<file path="src/rtl/tram_console_if.sv">
// Byte-stream input and tram system-port write bus for tram_console.
interface tram_console_if #(
  parameter int unsigned WORD     = 32,
  parameter int unsigned BYTE_CNT = 4,
  parameter int unsigned ADDRW    = 11
);
  logic [7:0]          in_data;
  logic                in_valid;
  logic                in_ready;
  logic [3:0]          colr_fg;
  logic [3:0]          colr_bg;
  logic [BYTE_CNT-1:0] tram_we;
  logic [ADDRW-1:0]    tram_addr;
  logic [WORD-1:0]     tram_din;

  modport master (
    output in_data, in_valid, colr_fg, colr_bg,
    input  in_ready, tram_we, tram_addr, tram_din
  );

  modport slave (
    input  in_data, in_valid, colr_fg, colr_bg,
    output in_ready, tram_we, tram_addr, tram_din
  );
endinterface

</file>
<file path="src/rtl/tram_console.sv">
// Text console: turns a byte stream into tram writes with cursor, line wrap and circular scroll.
// Define TRAM_CONSOLE_TAB_EN to build the tab-expansion state for byte 0x09.
module tram_console #(
  parameter int unsigned WORD      = 32,
  parameter int unsigned BYTE_CNT  = 4,
  parameter int unsigned ADDRW     = 11,
  parameter int unsigned TRAM_HRES = 84,
  parameter int unsigned TRAM_VRES = 24,
  parameter int unsigned TAB_W     = 4
) (
  input  logic             clk_sys,
  input  logic             rst_sys_n,
  tram_console_if.slave    bus,
  output logic [ADDRW-1:0] scroll_offs,
  output logic [6:0]       cur_col,
  output logic [4:0]       cur_row,
  output logic             busy
);

  localparam int unsigned      DEPTH    = TRAM_HRES * TRAM_VRES;
  localparam logic [6:0]       ColLast  = 7'(TRAM_HRES - 1);
  localparam logic [4:0]       RowLast  = 5'(TRAM_VRES - 1);
  localparam logic [ADDRW-1:0] Hres     = ADDRW'(TRAM_HRES);
  localparam logic [ADDRW-1:0] HresLast = ADDRW'(TRAM_HRES - 1);
  localparam logic [ADDRW-1:0] DepLast  = ADDRW'(DEPTH - 1);
  localparam logic [ADDRW:0]   DepthW   = (ADDRW + 1)'(DEPTH);
  localparam logic [7:0]       Space    = 8'h20;

  if (((TAB_W & (TAB_W - 1)) != 0) || ((TRAM_HRES % TAB_W) != 0)) begin : g_bad_tab
    $error("TAB_W must be a power of two that divides TRAM_HRES");
  end

  typedef enum logic [1:0] {
    StIdle,
    StClrLine,
`ifdef TRAM_CONSOLE_TAB_EN
    StTab,
`endif
    StClrScr
  } state_e;

  state_e              state_q, state_d;
  logic [6:0]          col_q, col_d;
  logic [4:0]          row_q, row_d;
  logic [ADDRW-1:0]    row_base_q, row_base_d;
  logic [ADDRW-1:0]    scroll_q, scroll_d;
  logic [ADDRW-1:0]    cnt_q, cnt_d;
  logic [3:0]          fg_q, fg_d, bg_q, bg_d;
  logic [BYTE_CNT-1:0] we_q, we_d;
  logic [ADDRW-1:0]    addr_q, addr_d;
  logic [WORD-1:0]     din_q, din_d;
  logic                do_nl;
  logic [ADDRW-1:0]    cur_addr;

  // Both operands are below DEPTH, so a single conditional subtract wraps the sum.
  function automatic logic [ADDRW-1:0] wrap_add(input logic [ADDRW-1:0] a,
                                                input logic [ADDRW-1:0] b);
    logic [ADDRW:0] s;
    s = {1'b0, a} + {1'b0, b};
    if (s >= DepthW) s = s - DepthW;
    return s[ADDRW-1:0];
  endfunction

  function automatic logic [WORD-1:0] mk_word(input logic [3:0] fg, input logic [3:0] bg,
                                              input logic [7:0] ch);
    return {fg, bg, {(WORD - 16){1'b0}}, ch};
  endfunction

  always_comb begin
    state_d    = state_q;
    col_d      = col_q;
    row_d      = row_q;
    row_base_d = row_base_q;
    scroll_d   = scroll_q;
    cnt_d      = cnt_q;
    fg_d       = fg_q;
    bg_d       = bg_q;
    we_d       = '0;
    addr_d     = addr_q;
    din_d      = din_q;
    do_nl      = 1'b0;
    cur_addr   = wrap_add(scroll_q, row_base_q + ADDRW'(col_q));

    unique case (state_q)
      StIdle: begin
        if (bus.in_valid) begin
          fg_d = bus.colr_fg;
          bg_d = bus.colr_bg;
          if (bus.in_data >= 8'h20 && bus.in_data <= 8'h7E) begin
            we_d   = '1;
            addr_d = cur_addr;
            din_d  = mk_word(bus.colr_fg, bus.colr_bg, bus.in_data);
            if (col_q == ColLast) begin
              col_d = '0;
              do_nl = 1'b1;
            end else begin
              col_d = col_q + 7'd1;
            end
          end else begin
            case (bus.in_data)
              8'h0A: begin
                col_d = '0;
                do_nl = 1'b1;
              end
              8'h0D: col_d = '0;
              8'h08: begin
                if (col_q != '0) begin
                  col_d  = col_q - 7'd1;
                  we_d   = '1;
                  addr_d = wrap_add(scroll_q, row_base_q + ADDRW'(col_q - 7'd1));
                  din_d  = mk_word(bus.colr_fg, bus.colr_bg, Space);
                end
              end
              8'h0C: begin
                state_d    = StClrScr;
                scroll_d   = '0;
                col_d      = '0;
                row_d      = '0;
                row_base_d = '0;
                cnt_d      = '0;
              end
`ifdef TRAM_CONSOLE_TAB_EN
              8'h09: state_d = StTab;
`endif
              default: ;
            endcase
          end
        end
      end
      StClrLine: begin
        we_d   = '1;
        addr_d = wrap_add(scroll_q, row_base_q + cnt_q);
        din_d  = mk_word(fg_q, bg_q, Space);
        cnt_d  = cnt_q + 1'b1;
        if (cnt_q == HresLast) state_d = StIdle;
      end
      StClrScr: begin
        we_d   = '1;
        addr_d = cnt_q;
        din_d  = mk_word(fg_q, bg_q, Space);
        cnt_d  = cnt_q + 1'b1;
        if (cnt_q == DepLast) state_d = StIdle;
      end
`ifdef TRAM_CONSOLE_TAB_EN
      StTab: begin
        we_d   = '1;
        addr_d = cur_addr;
        din_d  = mk_word(fg_q, bg_q, Space);
        if (col_q == ColLast) begin
          col_d   = '0;
          do_nl   = 1'b1;
          state_d = StIdle;
        end else begin
          col_d = col_q + 7'd1;
          if ((col_d & 7'(TAB_W - 1)) == 7'd0) state_d = StIdle;
        end
      end
`endif
      default: state_d = StIdle;
    endcase

    // Scrolling only moves the start offset; the newly exposed bottom row is then cleared.
    if (do_nl) begin
      if (row_q != RowLast) begin
        row_d      = row_q + 5'd1;
        row_base_d = row_base_q + Hres;
      end else begin
        scroll_d = wrap_add(scroll_q, Hres);
        cnt_d    = '0;
        state_d  = StClrLine;
      end
    end
  end

  always_ff @(posedge clk_sys or negedge rst_sys_n) begin
    if (!rst_sys_n) begin
      state_q    <= StIdle;
      col_q      <= '0;
      row_q      <= '0;
      row_base_q <= '0;
      scroll_q   <= '0;
      cnt_q      <= '0;
      fg_q       <= '0;
      bg_q       <= '0;
      we_q       <= '0;
      addr_q     <= '0;
      din_q      <= '0;
    end else begin
      state_q    <= state_d;
      col_q      <= col_d;
      row_q      <= row_d;
      row_base_q <= row_base_d;
      scroll_q   <= scroll_d;
      cnt_q      <= cnt_d;
      fg_q       <= fg_d;
      bg_q       <= bg_d;
      we_q       <= we_d;
      addr_q     <= addr_d;
      din_q      <= din_d;
    end
  end

  assign bus.in_ready  = (state_q == StIdle);
  assign bus.tram_we   = we_q;
  assign bus.tram_addr = addr_q;
  assign bus.tram_din  = din_q;
  assign scroll_offs   = scroll_q;
  assign cur_col       = col_q;
  assign cur_row       = row_q;
  assign busy          = (state_q != StIdle);

endmodule
</file>
<file path="src/flat_wrapper.sv">
// flat-port wrapper written by rule: the top's interface ports become plain ports
module tram_console_flat 
#(
  parameter int unsigned WORD      = 32,
  parameter int unsigned BYTE_CNT  = 4,
  parameter int unsigned ADDRW     = 11,
  parameter int unsigned TRAM_HRES = 84,
  parameter int unsigned TRAM_VRES = 24,
  parameter int unsigned TAB_W     = 4
)
  (clk_sys, rst_sys_n, scroll_offs, cur_col, cur_row, busy, bus_in_data, bus_in_valid, bus_colr_fg, bus_colr_bg, bus_in_ready, bus_tram_we, bus_tram_addr, bus_tram_din);
  tram_console_if #(.WORD(WORD), .BYTE_CNT(BYTE_CNT), .ADDRW(ADDRW)) bus_i ();
  input  logic clk_sys;
  input  logic rst_sys_n;
  output logic [ADDRW-1:0] scroll_offs;
  output logic [6:0] cur_col;
  output logic [4:0] cur_row;
  output logic busy;
  input wire logic [$bits(bus_i.in_data)-1:0] bus_in_data;
  input wire logic [$bits(bus_i.in_valid)-1:0] bus_in_valid;
  input wire logic [$bits(bus_i.colr_fg)-1:0] bus_colr_fg;
  input wire logic [$bits(bus_i.colr_bg)-1:0] bus_colr_bg;
  output wire logic [$bits(bus_i.in_ready)-1:0] bus_in_ready;
  output wire logic [$bits(bus_i.tram_we)-1:0] bus_tram_we;
  output wire logic [$bits(bus_i.tram_addr)-1:0] bus_tram_addr;
  output wire logic [$bits(bus_i.tram_din)-1:0] bus_tram_din;
  assign bus_i.in_data = bus_in_data;
  assign bus_i.in_valid = bus_in_valid;
  assign bus_i.colr_fg = bus_colr_fg;
  assign bus_i.colr_bg = bus_colr_bg;
  assign bus_in_ready = bus_i.in_ready;
  assign bus_tram_we = bus_i.tram_we;
  assign bus_tram_addr = bus_i.tram_addr;
  assign bus_tram_din = bus_i.tram_din;
  tram_console #(.WORD(WORD), .BYTE_CNT(BYTE_CNT), .ADDRW(ADDRW), .TRAM_HRES(TRAM_HRES), .TRAM_VRES(TRAM_VRES), .TAB_W(TAB_W)) u_core (.clk_sys(clk_sys), .rst_sys_n(rst_sys_n), .bus(bus_i), .scroll_offs(scroll_offs), .cur_col(cur_col), .cur_row(cur_row), .busy(busy));
endmodule
</file>
<file path="config.mk">
export PLATFORM = sky130hd
export DESIGN_NAME = tram_console_flat
export DESIGN_NICKNAME = d
export VERILOG_FILES = /design/src/rtl/tram_console_if.sv /design/src/rtl/tram_console.sv /design/src/flat_wrapper.sv
export SDC_FILE = /design/constraint.sdc
export NUM_CORES = 1
export LEC_CHECK = 0
export ABC_AREA = 1
export BUFFER_PORTS_ARGS = -buffer_cell sky130_fd_sc_hd__buf_4
export CORE_MARGIN = 2
export CORE_UTILIZATION = 60
export DETAILED_ROUTE_END_ITERATION = 10
export GPL_ROUTABILITY_DRIVEN = 0
export GPL_TIMING_DRIVEN = 0
export PLACE_DENSITY = 0.9
export SETUP_SLACK_MARGIN = 0.02
export SYNTH_ARGS = -nofsm -noshare
export SYNTH_HDL_FRONTEND = slang
export SYNTH_SLANG_ARGS = --single-unit
</file>
<file path="constraint.sdc">
create_clock -name clk_sys -period 6.79 [get_ports clk_sys]
set_input_delay 1.358 -clock clk_sys [delete_from_list [all_inputs] [get_ports clk_sys]]
set_output_delay 1.358 -clock clk_sys [all_outputs]
set_load 0.01 [all_outputs]
</file>
==> qor.yml <==
area_growth_pct: 13.5
cts_root_buf: "clkbuf_16"
skew_ns: 0.00697
worstPathRequired_ns: 7.04
reg2reg_from: "u_core.cur_col[0]$_DFFE_PN0P_"
ios: 91
worst_skew_pair.late_latency_ns: 0.36
synth_area_mm2: 0.00844
ys.flop_type: "dfrtp_1"
n_antenna_cell: 0
port_buffers: 74
start_util: 0.610
timing.fmax_mhz: 226
cp.arrival_ns: 4.68
post-route-period-util: 0.652
synth-simple-area-share: 0.306
grt_pass1_vias: 8083
tightest_slew_ns: 1.06
place_hpwl_um: 17700
crit_path_max_fanout: 6
cts_sinks: 83
synth-seq-area-share: 0.246
synthArstFlopShare: 1.00
drt_wl_total_um: 23100
cts_tree: "yes"
hold_path_class: "register to register"
muxShareOfSynthArea: 0.00119
die_y_um: 123
worstSetupPathType: "register to register"
synth_cell_types: 56
post-route-util: 0.693
h-tree-depth: 3
hold_viol_final: 0
synth-adder-area-share: 0.127
antenna_found_initial: 0
endpoint_kind: "register"
drtIter0Drc: 851
reg2reg_setup_slack_ns: 2.36
final_antenna_net_count: 0
dr.pass1.iters: 6
cts_resized: 0
crit_end: "u_core.bus.tram_addr[7]$_DFFE_PN0P_"
rsz0062_at_grt: "false"
grt_use_total: 0.316
rr_worst_depth: 26
via_per_inst: 5.75
ys.warnings.count: 0
dieArea_mm2: 0.0150
r2r_end: "u_core.bus.tram_addr[7]$_DFFE_PN0P_"
numCtsBuffers: 9
num_rows: 43
synth_top_family_by_area: "simple AND/OR/NAND/NOR gates"
cap_violations: 0
die_x_um: 123
grt_first_pass_wirelength_um: 37500
cts_setup_buffers: 0
startpoint_type: "register"
synth-edff-count: 0
ys_ff_latch: 83
synth_xor_area_frac: 0.0540
clkTransAtPathRegs_ns: 0.07
clock_tree.buffer_depth: 2
fin_tns_setup_ns: 0
drv_slew: 0
layout-drive-gt1-share: 0.133
wl_per_cell_um: 15.1
nets: 1446
critPathLaunch: "u_core.cur_col[0]$_DFFE_PN0P_"
grt_max_degree: 84
setup_viol: 0
slew-limit-headroom: 0.291
status: "complete, no violations"
syn_inst: 1245
synth_compound_area_frac: 0.147
fin_crit_ns: 4.43
syn-mean-instance-area_um2: 6.78
drc_errors: 0
cts_hold_buf: 0
via_count: 8790
core_area_mm2: 0.0138
grt_remaining_overflow: 0
worst min path at each step:
stage,startpoint,endpoint,cells after the start
after detailed placement,u_core.bus.tram_din[7]$_DFFE_PN0P_,u_core.bus.tram_din[7]$_DFFE_PN0P_,2
after CTS,u_core.bus.tram_din[7]$_DFFE_PN0P_,u_core.bus.tram_din[7]$_DFFE_PN0P_,2
after floorplan,u_core.bg_q[0]$_DFFE_PN0P_,u_core.bg_q[0]$_DFFE_PN0P_,2
after global placement,u_core.bus.tram_din[7]$_DFFE_PN0P_,u_core.bus.tram_din[7]$_DFFE_PN0P_,2
final,u_core.bus.tram_din[7]$_DFFE_PN0P_,u_core.bus.tram_din[7]$_DFFE_PN0P_,2
after global routing,u_core.bus.tram_addr[6]$_DFFE_PN0P_,u_core.bus.tram_addr[6]$_DFFE_PN0P_,2
layout by cell type, fill, tap and decap left out, types with 5 or more instances in the layout:
master / instances
dfrtp_1: 83
o22ai_1: 11
a31oi_1: 7
clkbuf_16: 9
nor2_2: 7
o211ai_1: 9
xnor2_1: 22
ha_1: 76
xor2_1: 30
nand3_2: 6
nand2_2: 12
clkbuf_1: 11
a21oi_2: 5
fa_1: 6
conb_1: 16
buf_2: 9
o21ai_0: 57
a21oi_1: 75
a21o_1: 5
nand2_1: 337
nand3_1: 80
inv_1: 188
nor2_1: 74
buf_4: 94
nand4_1: 21
nor3_1: 11
o21ai_1: 23
routing by layer:
layer	vias to the layer above	global-route usage	routed length, um
met2	454	0.527	10700
li1	4232	-	-
met3	102	0.0507	1840
met5	-	0	0
met4	0	0.175	1240
met1	4002	0.390	9360
kinds of logic after synthesis:
logic type	Yosys count
and+or+nand+nor	576
buffers and inverters	236
AOI/OAI and AO/OA	214
DFF	83
adders and majority gates	82
xor gates and xnor gates	52
other	1
muxes	1
stage by stage:
stage | instances | setup slack, ns | hold slack [ns] | area, um2
final | 1530 | 2.36 | 0.477 | 9580
after global routing | 1530 | 1.92 | 0.503 | 9580
after CTS | 1530 | 2.44 | 0.481 | 9580
after detailed placement | 1514 | 2.46 | 0.462 | 9280
after global placement | 1514 | 2.59 | 0.452 | 9280
after floorplan | 1260 | 3.03 | 0.448 | 8500
state kept, by name (all words and copies together) (netlist names):
signal	count
u_core.row_base_q	11
u_core.cur_row	5
u_core.state_q	2
u_core.scroll_offs	11
u_core.bus.tram_addr	11
u_core.bus.tram_we	1
u_core.bus.tram_din	16
u_core.bg_q	4
u_core.cur_col	7
u_core.cnt_q	11
u_core.fg_q	4
synth_stat cells, types with 3 or more instances:
master	number	area [um2]
o211ai_1	9	67.6
clkbuf_1	11	41.3
inv_2	4	15.0
buf_4	20	150
dfrtp_1	83	2080
ha_1	76	951
fa_1	6	120
a21oi_2	5	43.8
buf_6	3	33.8
nand3_1	80	400
o21ai_1	23	115
inv_1	188	706
nand2_4	3	33.8
nor2_1	74	278
nand2_2	12	75.1
o21ai_0	57	285
buf_2	9	45.0
or2_2	3	18.8
nor2_4	4	45.0
xnor2_1	22	193
nand3_2	6	60.1
xor2_1	30	263
nor3_1	11	55.1
nor3_2	3	30.0
nand4_1	21	131
nand3b_1	3	22.5
nor2_2	7	43.8
or2_1	4	25.0
nor4_1	3	18.8
o32ai_1	3	26.3
a21o_1	5	37.5
a221oi_1	3	26.3
o22ai_1	11	68.8
o21bai_1	3	22.5
a21oi_1	75	375
nand2_1	337	1260
a31oi_1	7	43.8
critical path, stage by stage, from the launching register on:
cell and delay (ns):
dfrtp_1 0.46, inv_1 0.18, ha_1 0.26, xnor2_1 0.22
inv_1 0.09, ha_1 0.36, nand2_1 0.06, o21ai_0 0.38
nand2_1 0.09, o211ai_1 0.15, xnor2_1 0.16, inv_1 0.09
ha_1 0.36, nand2_1 0.12, inv_1 0.04, a21oi_1 0.18
nand3_1 0.10, nand2_1 0.08, nand2_1 0.10, nor2_1 0.18
nand3_2 0.15, nand2_2 0.13, nand3_1 0.07, nand2_1 0.08
nand3_1 0.09, nand2_1 0.09, nand2_1 0.05
layout make-up:
class / count / area (um2)
Buffer: 43 / 270
Timing Repair Buffer: 74 / 556
Tap cell: 180 / 225
Fill cell: 1139 / 4250
Multi-Input combinational cell: 941 / 5420
Clock inverter: 7 / 76.3
Sequential cell: 83 / 2080
Clock buffer: 9 / 225
Inverter: 193 / 727
Power is not shown: default switching activity piles up to over one toggle a cycle in this logic, so the estimate is an artifact.
